File: src/rtl/microsequencer_if.sv
// Bus bundle between the microsequencer and its neighbours: run/flag
// inputs from the datapath, the program-loader write port, and the
// decoded microword plus status flowing back out to the datapath.
interface microsequencer_if #(
  parameter int AW = 6
);
  // Sequencing control and datapath flags
  logic          run;
  logic          carry;
  logic          zero;

  // Program-loader write port
  logic          prog_we;
  logic [AW-1:0] prog_addr;
  logic [31:0]   prog_data;

  // Microword fields issued to the datapath
  logic          ctl_ot;
  logic [3:0]    ctl_sbs;
  logic [3:0]    ctl_alu;
  logic [2:0]    ctl_shft;
  logic [3:0]    ctl_dest;
  logic [11:0]   ctl_const;

  // Status
  logic [AW-1:0] upc;
  logic          valid;
  logic          halted;
  logic          stack_err;

  // Loader/datapath side
  modport master (
    output run, carry, zero, prog_we, prog_addr, prog_data,
    input  ctl_ot, ctl_sbs, ctl_alu, ctl_shft, ctl_dest, ctl_const,
    input  upc, valid, halted, stack_err
  );

  // Sequencer side
  modport slave (
    input  run, carry, zero, prog_we, prog_addr, prog_data,
    output ctl_ot, ctl_sbs, ctl_alu, ctl_shft, ctl_dest, ctl_const,
    output upc, valid, halted, stack_err
  );
endinterface

File: src/rtl/microsequencer.sv
// Microprogrammed control sequencer. A writable control store feeds a
// microinstruction register (mir) that drives the datapath one word per
// cycle. Next-address selection supports sequential flow, flag-conditional
// jumps, call/return on a small hardware stack, a loop counter and halt.
module microsequencer #(
  parameter int AW          = 6,
  parameter int STACK_DEPTH = 4,
  parameter int CNT_W       = 8
) (
  input  logic              clk,
  input  logic              rst_n,
  microsequencer_if.slave   bus
);

  localparam int DEPTH = 2 ** AW;
  // Stack pointer counts entries in use, so it must hold 0..STACK_DEPTH.
  localparam int SP_W  = $clog2(STACK_DEPTH + 1);
  localparam int IDX_W = (STACK_DEPTH > 1) ? $clog2(STACK_DEPTH) : 1;
  localparam logic [SP_W-1:0] SP_FULL = SP_W'(STACK_DEPTH);

  typedef enum logic [1:0] {
    S_IDLE,
    S_RUN,
    S_HALT
  } state_e;

  // Next-address codes held in mir[15:12]; 11..15 fall to the default arm.
  typedef enum logic [3:0] {
    NA_NXT   = 4'd0,
    NA_JMP   = 4'd1,
    NA_JC    = 4'd2,
    NA_JZ    = 4'd3,
    NA_JNC   = 4'd4,
    NA_JNZ   = 4'd5,
    NA_CALL  = 4'd6,
    NA_RET   = 4'd7,
    NA_LDCNT = 4'd8,
    NA_LOOP  = 4'd9,
    NA_HALT  = 4'd10
  } na_code_e;

  // Storage
  logic [31:0]      cstore_q [DEPTH];
  logic [AW-1:0]    stack_q  [STACK_DEPTH];

  // Sequencing state
  state_e           state_q, state_d;
  logic [31:0]      mir_q;
  logic [AW-1:0]    upc_q, upc_d;
  logic [CNT_W-1:0] cnt_q, cnt_d;
  logic [SP_W-1:0]  sp_q, sp_d;
  logic             err_q, err_d;

  // Combinational control
  logic             fetch_en;
  logic [AW-1:0]    fetch_addr;
  logic             push_en;
  logic             advance;
  logic [AW-1:0]    next_addr;
  na_code_e         code;
  logic [AW-1:0]    seq_addr;
  logic [AW-1:0]    jmp_addr;
  logic [AW-1:0]    top_addr;
  logic [IDX_W-1:0] push_idx;
  logic [IDX_W-1:0] top_idx;

  // Decode helpers; upc+1 wraps naturally at AW bits, which also makes
  // the pushed return address wrap.
  assign code     = na_code_e'(mir_q[15:12]);
  assign seq_addr = upc_q + AW'(1);
  assign jmp_addr = mir_q[AW-1:0];
  assign push_idx = IDX_W'(sp_q);
  assign top_idx  = IDX_W'(sp_q - SP_W'(1));
  assign top_addr = stack_q[top_idx];

  // Control-store write port, open in every state.
  // NOTE: the store is a RAM, so it carries no reset; adding one would
  // block RAM inference and is not needed since the loader fills it.
  always_ff @(posedge clk) begin
    if (bus.prog_we) begin
      cstore_q[bus.prog_addr] <= bus.prog_data;
    end
  end

  // Return-stack write port; only the pointer is reset, entries are not.
  always_ff @(posedge clk) begin
    if (push_en) begin
      stack_q[push_idx] <= seq_addr;
    end
  end

  // State register and mir fetch with synchronous active-low reset.
  // NOTE: sequential state uses non-blocking assignments so every register
  // samples pre-edge values; a same-address write therefore returns old
  // data to the fetch.
  always_ff @(posedge clk) begin
    if (!rst_n) begin
      state_q <= S_IDLE;
      upc_q   <= '0;
      mir_q   <= '0;
      cnt_q   <= '0;
      sp_q    <= '0;
      err_q   <= 1'b0;
    end else begin
      state_q <= state_d;
      upc_q   <= upc_d;
      cnt_q   <= cnt_d;
      sp_q    <= sp_d;
      err_q   <= err_d;
      if (fetch_en) begin
        mir_q <= cstore_q[fetch_addr];
      end
    end
  end

  // Next-state, next-address and stack/counter updates.
  // NOTE: every signal written here gets a default first, so no path can
  // leave one unassigned and infer a latch.
  always_comb begin
    state_d    = state_q;
    upc_d      = upc_q;
    cnt_d      = cnt_q;
    sp_d       = sp_q;
    err_d      = err_q;
    fetch_en   = 1'b0;
    fetch_addr = upc_q;
    push_en    = 1'b0;
    advance    = 1'b1;
    next_addr  = seq_addr;

    unique case (state_q)
      S_IDLE: begin
        if (bus.run) begin
          state_d    = S_RUN;
          upc_d      = '0;
          fetch_en   = 1'b1;
          fetch_addr = '0;
        end
      end

      S_RUN: begin
        if (bus.run) begin
          case (code)
            NA_NXT:  next_addr = seq_addr;
            NA_JMP:  next_addr = jmp_addr;
            NA_JC:   next_addr = bus.carry  ? jmp_addr : seq_addr;
            NA_JZ:   next_addr = bus.zero   ? jmp_addr : seq_addr;
            NA_JNC:  next_addr = !bus.carry ? jmp_addr : seq_addr;
            NA_JNZ:  next_addr = !bus.zero  ? jmp_addr : seq_addr;
            NA_CALL: begin
              if (sp_q == SP_FULL) begin
                err_d   = 1'b1;
                advance = 1'b0;
              end else begin
                push_en   = 1'b1;
                sp_d      = sp_q + SP_W'(1);
                next_addr = jmp_addr;
              end
            end
            NA_RET: begin
              if (sp_q == '0) begin
                err_d   = 1'b1;
                advance = 1'b0;
              end else begin
                sp_d      = sp_q - SP_W'(1);
                next_addr = top_addr;
              end
            end
            NA_LDCNT: begin
              cnt_d     = mir_q[CNT_W-1:0];
              next_addr = seq_addr;
            end
            NA_LOOP: begin
              if (cnt_q != '0) begin
                cnt_d     = cnt_q - CNT_W'(1);
                next_addr = jmp_addr;
              end else begin
                next_addr = seq_addr;
              end
            end
            // HALT and the undefined codes stop without flagging an error.
            default: advance = 1'b0;
          endcase

          if (advance) begin
            upc_d      = next_addr;
            fetch_en   = 1'b1;
            fetch_addr = next_addr;
          end else begin
            state_d = S_HALT;
          end
        end
      end

      // Halted: everything holds until reset.
      S_HALT: ;

      default: state_d = S_IDLE;
    endcase
  end

  // Output decode straight from registered state.
  always_comb begin
    bus.ctl_ot    = mir_q[31];
    bus.ctl_sbs   = mir_q[30:27];
    bus.ctl_alu   = mir_q[26:23];
    bus.ctl_shft  = mir_q[22:20];
    bus.ctl_dest  = mir_q[19:16];
    bus.ctl_const = mir_q[11:0];
    bus.upc       = upc_q;
    bus.valid     = (state_q != S_IDLE);
    bus.halted    = (state_q == S_HALT);
    bus.stack_err = err_q;
  end

endmodule
File: src/flat_wrapper.sv
// flat-port wrapper written by rule: the top's interface ports become plain ports
module microsequencer_flat 
#(
  parameter int AW          = 6,
  parameter int STACK_DEPTH = 4,
  parameter int CNT_W       = 8
)
  (clk, rst_n, bus_run, bus_carry, bus_zero, bus_prog_we, bus_prog_addr, bus_prog_data, bus_ctl_ot, bus_ctl_sbs, bus_ctl_alu, bus_ctl_shft, bus_ctl_dest, bus_ctl_const, bus_upc, bus_valid, bus_halted, bus_stack_err);
  microsequencer_if #(.AW(AW)) bus_i ();
  input  logic clk;
  input  logic rst_n;
  input wire logic [$bits(bus_i.run)-1:0] bus_run;
  input wire logic [$bits(bus_i.carry)-1:0] bus_carry;
  input wire logic [$bits(bus_i.zero)-1:0] bus_zero;
  input wire logic [$bits(bus_i.prog_we)-1:0] bus_prog_we;
  input wire logic [$bits(bus_i.prog_addr)-1:0] bus_prog_addr;
  input wire logic [$bits(bus_i.prog_data)-1:0] bus_prog_data;
  output wire logic [$bits(bus_i.ctl_ot)-1:0] bus_ctl_ot;
  output wire logic [$bits(bus_i.ctl_sbs)-1:0] bus_ctl_sbs;
  output wire logic [$bits(bus_i.ctl_alu)-1:0] bus_ctl_alu;
  output wire logic [$bits(bus_i.ctl_shft)-1:0] bus_ctl_shft;
  output wire logic [$bits(bus_i.ctl_dest)-1:0] bus_ctl_dest;
  output wire logic [$bits(bus_i.ctl_const)-1:0] bus_ctl_const;
  output wire logic [$bits(bus_i.upc)-1:0] bus_upc;
  output wire logic [$bits(bus_i.valid)-1:0] bus_valid;
  output wire logic [$bits(bus_i.halted)-1:0] bus_halted;
  output wire logic [$bits(bus_i.stack_err)-1:0] bus_stack_err;
  assign bus_i.run = bus_run;
  assign bus_i.carry = bus_carry;
  assign bus_i.zero = bus_zero;
  assign bus_i.prog_we = bus_prog_we;
  assign bus_i.prog_addr = bus_prog_addr;
  assign bus_i.prog_data = bus_prog_data;
  assign bus_ctl_ot = bus_i.ctl_ot;
  assign bus_ctl_sbs = bus_i.ctl_sbs;
  assign bus_ctl_alu = bus_i.ctl_alu;
  assign bus_ctl_shft = bus_i.ctl_shft;
  assign bus_ctl_dest = bus_i.ctl_dest;
  assign bus_ctl_const = bus_i.ctl_const;
  assign bus_upc = bus_i.upc;
  assign bus_valid = bus_i.valid;
  assign bus_halted = bus_i.halted;
  assign bus_stack_err = bus_i.stack_err;
  microsequencer #(.AW(AW), .STACK_DEPTH(STACK_DEPTH), .CNT_W(CNT_W)) u_core (.clk(clk), .rst_n(rst_n), .bus(bus_i));
endmodule
File: config.mk
export PLATFORM = sky130hd
export DESIGN_NAME = microsequencer_flat
export DESIGN_NICKNAME = d
export VERILOG_FILES = /design/src/rtl/microsequencer_if.sv /design/src/rtl/microsequencer.sv /design/src/flat_wrapper.sv
export SDC_FILE = /design/constraint.sdc
export NUM_CORES = 2
export LEC_CHECK = 0
export CAP_MARGIN = 20
export CORE_ASPECT_RATIO = 0.7
export CORE_UTILIZATION = 63
export DETAILED_ROUTE_END_ITERATION = 6
export GPL_TIMING_DRIVEN = 1
export PLACE_DENSITY = 0.8
export SLEW_MARGIN = 20
export SYNTH_ARGS = -nofsm -noshare
export SYNTH_HDL_FRONTEND = slang
export SYNTH_SLANG_ARGS = --single-unit
File: constraint.sdc
create_clock -name clk -period 6.1 [get_ports clk]
set_input_delay 1.22 -clock clk [delete_from_list [all_inputs] [get_ports clk]]
set_output_delay 1.22 -clock clk [all_outputs]
set_load 0.01 [all_outputs]
# Word level (Yosys, flattened, before mapping)
# Memories as Yosys holds them, arrays and structs flattened. A register that Yosys moved wholly into a read port is not among the register bits.
# Cells that the tools add are included.
totals:
  register_bits: 20
  ram_bits: 2072
  in_bits: 44
  output_inout_bits: 37
  wordCells: 85
  n_memories: 2
op_classes:
  addsub: 4
  eq_ne: 20
  n_mux: 40
  bitwise_logic: 1
  n_reduce_logical: 13
memory_table:
  columns: ["name", "words", "width", "read_ports", "rd_ports_with_merged_regs", "write_ports", "line", "source"]
  rows:
  - ["u_core.cstore_q", 64, 32, 1, 1, 1, "microsequencer.sv:43", "logic [31:0] cstore_q [DEPTH];"]
  - ["u_core.stack_q", 4, 6, 1, 0, 1, "microsequencer.sv:44", "logic [AW-1:0] stack_q [STACK_DEPTH];"]
op_table:
  columns: ["operator", "count"]
  rows:
  - ["6-bit two-way mux", 10]
  - ["6-bit one-hot mux with 8 select lines", 1]
  - ["4-bit by 3-bit equality test with 1-bit output, second input constant", 4]
  - ["1-bit two-way mux", 16]
  - ["8-bit one-hot mux with 2 select lines", 1]
  - ["6-bit one-hot mux with 2 select lines", 1]
  - ["2-bit != test, second input constant", 5]
  - ["5-bit AND reduction", 2]
  - ["4-bit by 2-bit equality test with 1-bit output, second input constant", 2]
  - ["4-bit equality test, second input constant", 2]
  - ["8-bit two-way mux", 1]
  - ["4-bit AND reduction", 2]
  - ["8-bit nonzero test", 1]
  - ["8-bit OR reduction", 1]
  - ["8-bit by 1-bit subtractor with 8-bit output, second input constant", 1]
  - ["6-bit by 1-bit adder with 6-bit output, second input constant", 1]
  - ["2-bit two-way mux", 3]
  - ["3-bit two-way mux", 2]
  - ["2-bit by 1-bit != test with 1-bit output, second input constant", 3]
  - ["2-bit one-hot mux with 3 select lines", 1]
  - ["3-bit one-hot mux with 2 select lines", 1]
  - ["2-bit nonzero test", 3]
  - ["4-bit by 1-bit equality test with 1-bit output, second input constant", 1]
  - ["4-bit zero test", 1]
  - ["11 further kinds", 12]

# Logic depth before layout (Yosys ltp)
logic_depth:
  ltp_word: 8
  mapped_depth: 18

# Least setup slack after synthesis
# Ideal clock, no wire load.
synth_timing:
  path_type: "in2reg"
  start: "input port bus_prog_addr[4]"
  end: "memory u_core.cstore_q[38][0], enable pin"
  setup_time_ns: 0.461
  arrival_time_ns: 4.145
  t_required_ns: 5.639
  setup_slack_ns: 1.494
  stages: 4
  n_path_buf: 2
  cell_sequence: "clkbuf_1 or3_1 clkbuf_1 nor3_1"
synth_rtl:
  columns: ["item", "line", "source"]
  rows:
  - ["start: declaration", "flat_wrapper.sv:16", "input wire logic [$bits(bus_i.prog_addr)-1:0] bus_prog_addr;"]
  - ["end: declaration", "microsequencer.sv:43", null]
# Straight into the memory's write port.

# Worst setup path in the final report
layout_timing:
  start: "input port bus_zero"
  end: "register u_core.mir_q[6] (read register of u_core.cstore_q)"
layout_via:
  elab_chain_len: 5
layout_rtl:
  columns: ["item", "line", "source"]
  rows:
  - ["start: declaration", "flat_wrapper.sv:14", "input wire logic [$bits(bus_i.zero)-1:0] bus_zero;"]
  - ["6-bit two-way mux (on tied branches)", "microsequencer.sv:149, microsequencer.sv:147", null]
  - ["6-bit one-hot mux with 8 select lines *", "microsequencer.sv:143", "case (code)"]
  - ["6-bit two-way mux *", "microsequencer.sv:185", "if (advance) begin"]
  - ["6-bit two-way mux *", "microsequencer.sv:142", "if (bus.run) begin"]
  - ["6-bit one-hot mux with 2 select lines *", "microsequencer.sv:131", "unique case (state_q)"]
  - ["end: declaration", "microsequencer.sv:48", "logic [31:0] mir_q;"]
# Every way passes the cells marked *; elsewhere a longest branch is shown, timed or not.
# A chain may end at the register's enable or synchronous reset.

==> results.py <==
metrics = {
    "run": {
        "max_cap_violations": 0,
    },
    "global_routing": {
        "met2_usage_pct": 51.9,
        "antenna_found_initial": 5,
        "grt_use_met1_pct": 49.6,
        "gr-total-overflow": 0,
        "grt_pass1_wl_um": 341000,
        "grt_max_degree": 128,
        "gr-max-usage-layer": "met2",
        "grt_pass1_vias": 51600,
        "use_met3_pct": 8.75,
        "grt_usage_pct": 35.0,
    },
    "floorplanning": {
        "die_area_um2": 133000,
        "fp.dieH_um": 306,
        "start_util_pct": 63.5,
        "coreArea_um2": 131000,
        "rows": 111,
        "die_w_um": 436,
        "io_pins": 81,
    },
    "clock_tree": {
        "cts_tree": "done",
        "post_cts_buffers": 0,
        "cts_root_buf": "clkbuf_16",
        "clock_latency_ns": 0.80,
        "cts-resized-gates": 0,
        "holdBufCountCts": 0,
        "cts.path.max_buffers": 3,
        "cts_made_buffers": 180,
        "cts_sinks": 2124,
        "clk_pin_slew_ns": 0.06,
        "htree_num_levels": 4,
    },
    "pwr": {
        "power.leakage_uw": 0.0300,
        "p_sw_share_pct": 26.5,
        "clock_power_share_pct": 35.3,
        "p_per_area_nw_per_um2": 351,
        "power_frac_comb_pct": 14.5,
        "ir_drop_v": 0.000386,
        "p_int_uw": 23900,
        "switching_power_uw": 8600,
        "p_seq_share_pct": 50.2,
    },
    "worst_hold_path": {
        "hp-start": "u_core.cnt_q[1]",
        "hp-class": "flip-flop to flip-flop",
        "hold_end": "u_core.cnt_q[1]",
        "whs_path_depth": 2,
    },
    "setup_path": {
        "reg2regPathDepth": 11,
        "r2r-end": "u_core.mir_q[6]",
        "r2r-start": "u_core.mir_q[13]",
        "path_class": "input pin to flip-flop",
        "cp_data_required_time_ns": 6.84,
        "crit_fanout": 16,
        "cp-start-kind": "input pin",
        "critical_path_arrival_ns": 5.89,
        "worst_setup_path_end_kind": "flip-flop",
        "r2r_slack_ns": 1.01,
    },
    "final_layout": {
        "drive_above_1_share_pct": 10.1,
        "layout.nets": 5849,
        "synthToLayoutAreaGrowth_pct": 11.4,
    },
    "logic_synthesis": {
        "synth_xor_area_share_pct": 0.0948,
        "synthArstFlopShare_pct": 0,
        "syn-instance-count": 5745,
        "avgSynthCellArea_um2": 14.5,
        "synth_top_family_by_area": "simple AND/OR/NAND/NOR gates",
        "ys_seq_area_share_pct": 76.1,
        "synth_area_um2": 83100,
        "synth-seq-cells": 2124,
        "synth_cell_types": 84,
        "netlist_top_cells_area": "edfxtp_1, nand2_1, mux2i_1",
        "synthMuxAreaShare_pct": 3.12,
        "synth_top_area_share_pct": 74.9,
        "yosys.area.top_type": "edfxtp_1",
        "synthAdderAreaFrac_pct": 0.120,
        "syn-num-nets": 5797,
        "synth_ff_type": "edfxtp_1",
        "synth-edff-count": 2072,
        "synth-compound-area-share_pct": 8.37,
        "synth-simple-area-share_pct": 9.86,
        "ys_warn_count": 0,
    },
    "sta": {
        "hold_ws_ns": 0.476,
        "setup_viol": 0,
        "max_freq_mhz": 194,
        "hold_viol": 0,
        "worst_slew_pin_slew_ns": 1.17,
        "rsz0062_at_grt": "no",
        "period_share_pct": 84.4,
        "relSlewSlack_pct": 22.3,
        "timing.final.crit_period_ns": 5.15,
        "finalSetupTns_ns": 0,
        "slew_violations": 0,
        "finClkSkew_ns": 0.0264,
    },
    "route": {
        "drtPass1Iterations": 6,
        "viasPerCell": 6.98,
        "detail-route-antenna-nets": 0,
        "drc_errors": 0,
        "drt_iter0_drc": 9488,
        "avgRoutedWirePerCell_um": 30.6,
        "drt-total-wl_um": 235000,
        "vias": 53800,
    },
    "place": {
        "hpwl_um": 129000,
        "port_buffers": 80,
        "gp_congestion": 0.896,
    },
    "status": {
        "status": "finished clean",
    },
}
==> power groups by stage <==
| stage | clock network [uW] | logic [uW] | registers [uW] |
|---|---|---|---|
| floorplan | 0 | 2760 | 16500 |
| global placement | 0 | 4420 | 16600 |
| detailed placement | 0 | 4530 | 16600 |
| CTS | 11400 | 4590 | 16300 |
| global route | 11900 | 4930 | 16300 |
| finish | 11400 | 4710 | 16300 |
==> cells in the final DEF (no fill, tap or decap), types with 32 or more instances in the layout <==
cell type / count
a21oi_1: 377
a221o_1: 33
a221oi_1: 75
a22oi_1: 96
a31oi_1: 97
buf_12: 45
buf_4: 169
clkbuf_1: 32
clkbuf_16: 191
clkdlybuf4s50_1: 47
clkinv_1: 48
clkinv_2: 32
dfxtp_1: 52
edfxtp_1: 2072
mux2i_1: 240
nand2_1: 1200
nand3_1: 290
nand4_1: 83
nor2_1: 50
nor2_4: 61
o21ai_0: 125
o22ai_1: 63
o311ai_0: 63
==> through the flow <==
| stage | total power [uW] | worst slack, ns | std cells | cell area, um2 | utilization, % |
|---|---|---|---|---|---|
| 6_report | 32500 | 0.954 | 7702 | 92600 | 70.7 |
| 5_1_grt | 33200 | 0.881 | 7699 | 92600 | 70.7 |
| 4_1_cts | 32300 | 1.09 | 7697 | 92500 | 70.7 |
| 3_5_place_dp | 21100 | 0.253 | 7365 | 86700 | 66.3 |
| 3_3_place_gp | 21000 | 0.450 | 7364 | 86700 | 66.3 |
| 2_1_floorplan | 19300 | 1.49 | 5745 | 83100 | - |
==> Yosys cell counts, types with 18 or more instances <==
master and instances:
edfxtp_1 2072, o22ai_1 63, a221oi_1 75, buf_2 146
or3_1 18, nand4_1 83, o311ai_0 63, nand2_1 1201
nor3_1 37, o21ai_0 125, dfxtp_1 52, nand3_1 293
a221o_1 33, nor2_1 111, a31oi_1 98, a22oi_1 96
buf_1 57, buf_4 36, a22o_1 26, nor4_1 18
clkbuf_1 167, mux2i_1 240, a21oi_1 379
==> cells by family after synthesis <==
kind of cell,after synthesis
adder cells (fa/ha/maj),8
multiplexers,249
buffers and inverters,421
XOR/XNOR,9
flip-flops,2124
AO/OA/AOI/OAI,1064
AND/OR/NAND/NOR,1870
==> per-layer routing <==
layer,up-vias,share of wire (%)
met2,4794,44
li1,22100,-
met3,804,15
met5,-,0.0042
met4,2,5.1
met1,26100,35
==> area by class of cell <==
type | count | area [um2]
fillers | 7946 | 38300
clock inverters | 103 | 808
repair buffers | 280 | 2740
flip-flops and latches | 2124 | 63300
clock buffers | 229 | 4980
diodes | 4 | 10.0
inverters | 11 | 41.3
multi-input cells | 3200 | 18500
well taps | 1751 | 2190
==> registers in the layout, summed over array words and instances (netlist names) <==
signal,flops
u_core.sp_q,3
u_core.cnt_q,8
u_core.cstore_q,2048
u_core.bus.stack_err,1
u_core.stack_q,24
u_core.bus.upc,6
u_core.mir_q,32
u_core.state_q,2
==> worst max-delay path: stages <==
cell and delay (ns):
clkdlybuf4s50_1 0.54, nand2b_1 0.23, a31oi_1 0.27, o211ai_1 0.21, o221ai_1 0.53, nand3_4 0.42, nor2_4 0.67, buf_4 0.41
a221o_1 0.20, a31oi_1 0.10, nor4_1 0.80, o211a_1 0.26
==> how the worst max path moves through the flow <==
stage | start | end | slack [ns] | cells past startpoint
finish | bus_zero | u_core.mir_q[6] | 0.95 | 12
global route | u_core.mir_q[13] | u_core.mir_q[21] | 0.88 | 11
CTS | u_core.sp_q[0] | u_core.mir_q[6] | 1.09 | 14
detailed placement | bus_zero | u_core.mir_q[6] | 0.25 | 12
global placement | bus_zero | u_core.mir_q[6] | 0.45 | 12
floorplan | bus_prog_addr[4] | u_core.cstore_q[38][0] | 1.49 | 4
Power figures use the tool's default switching activity.
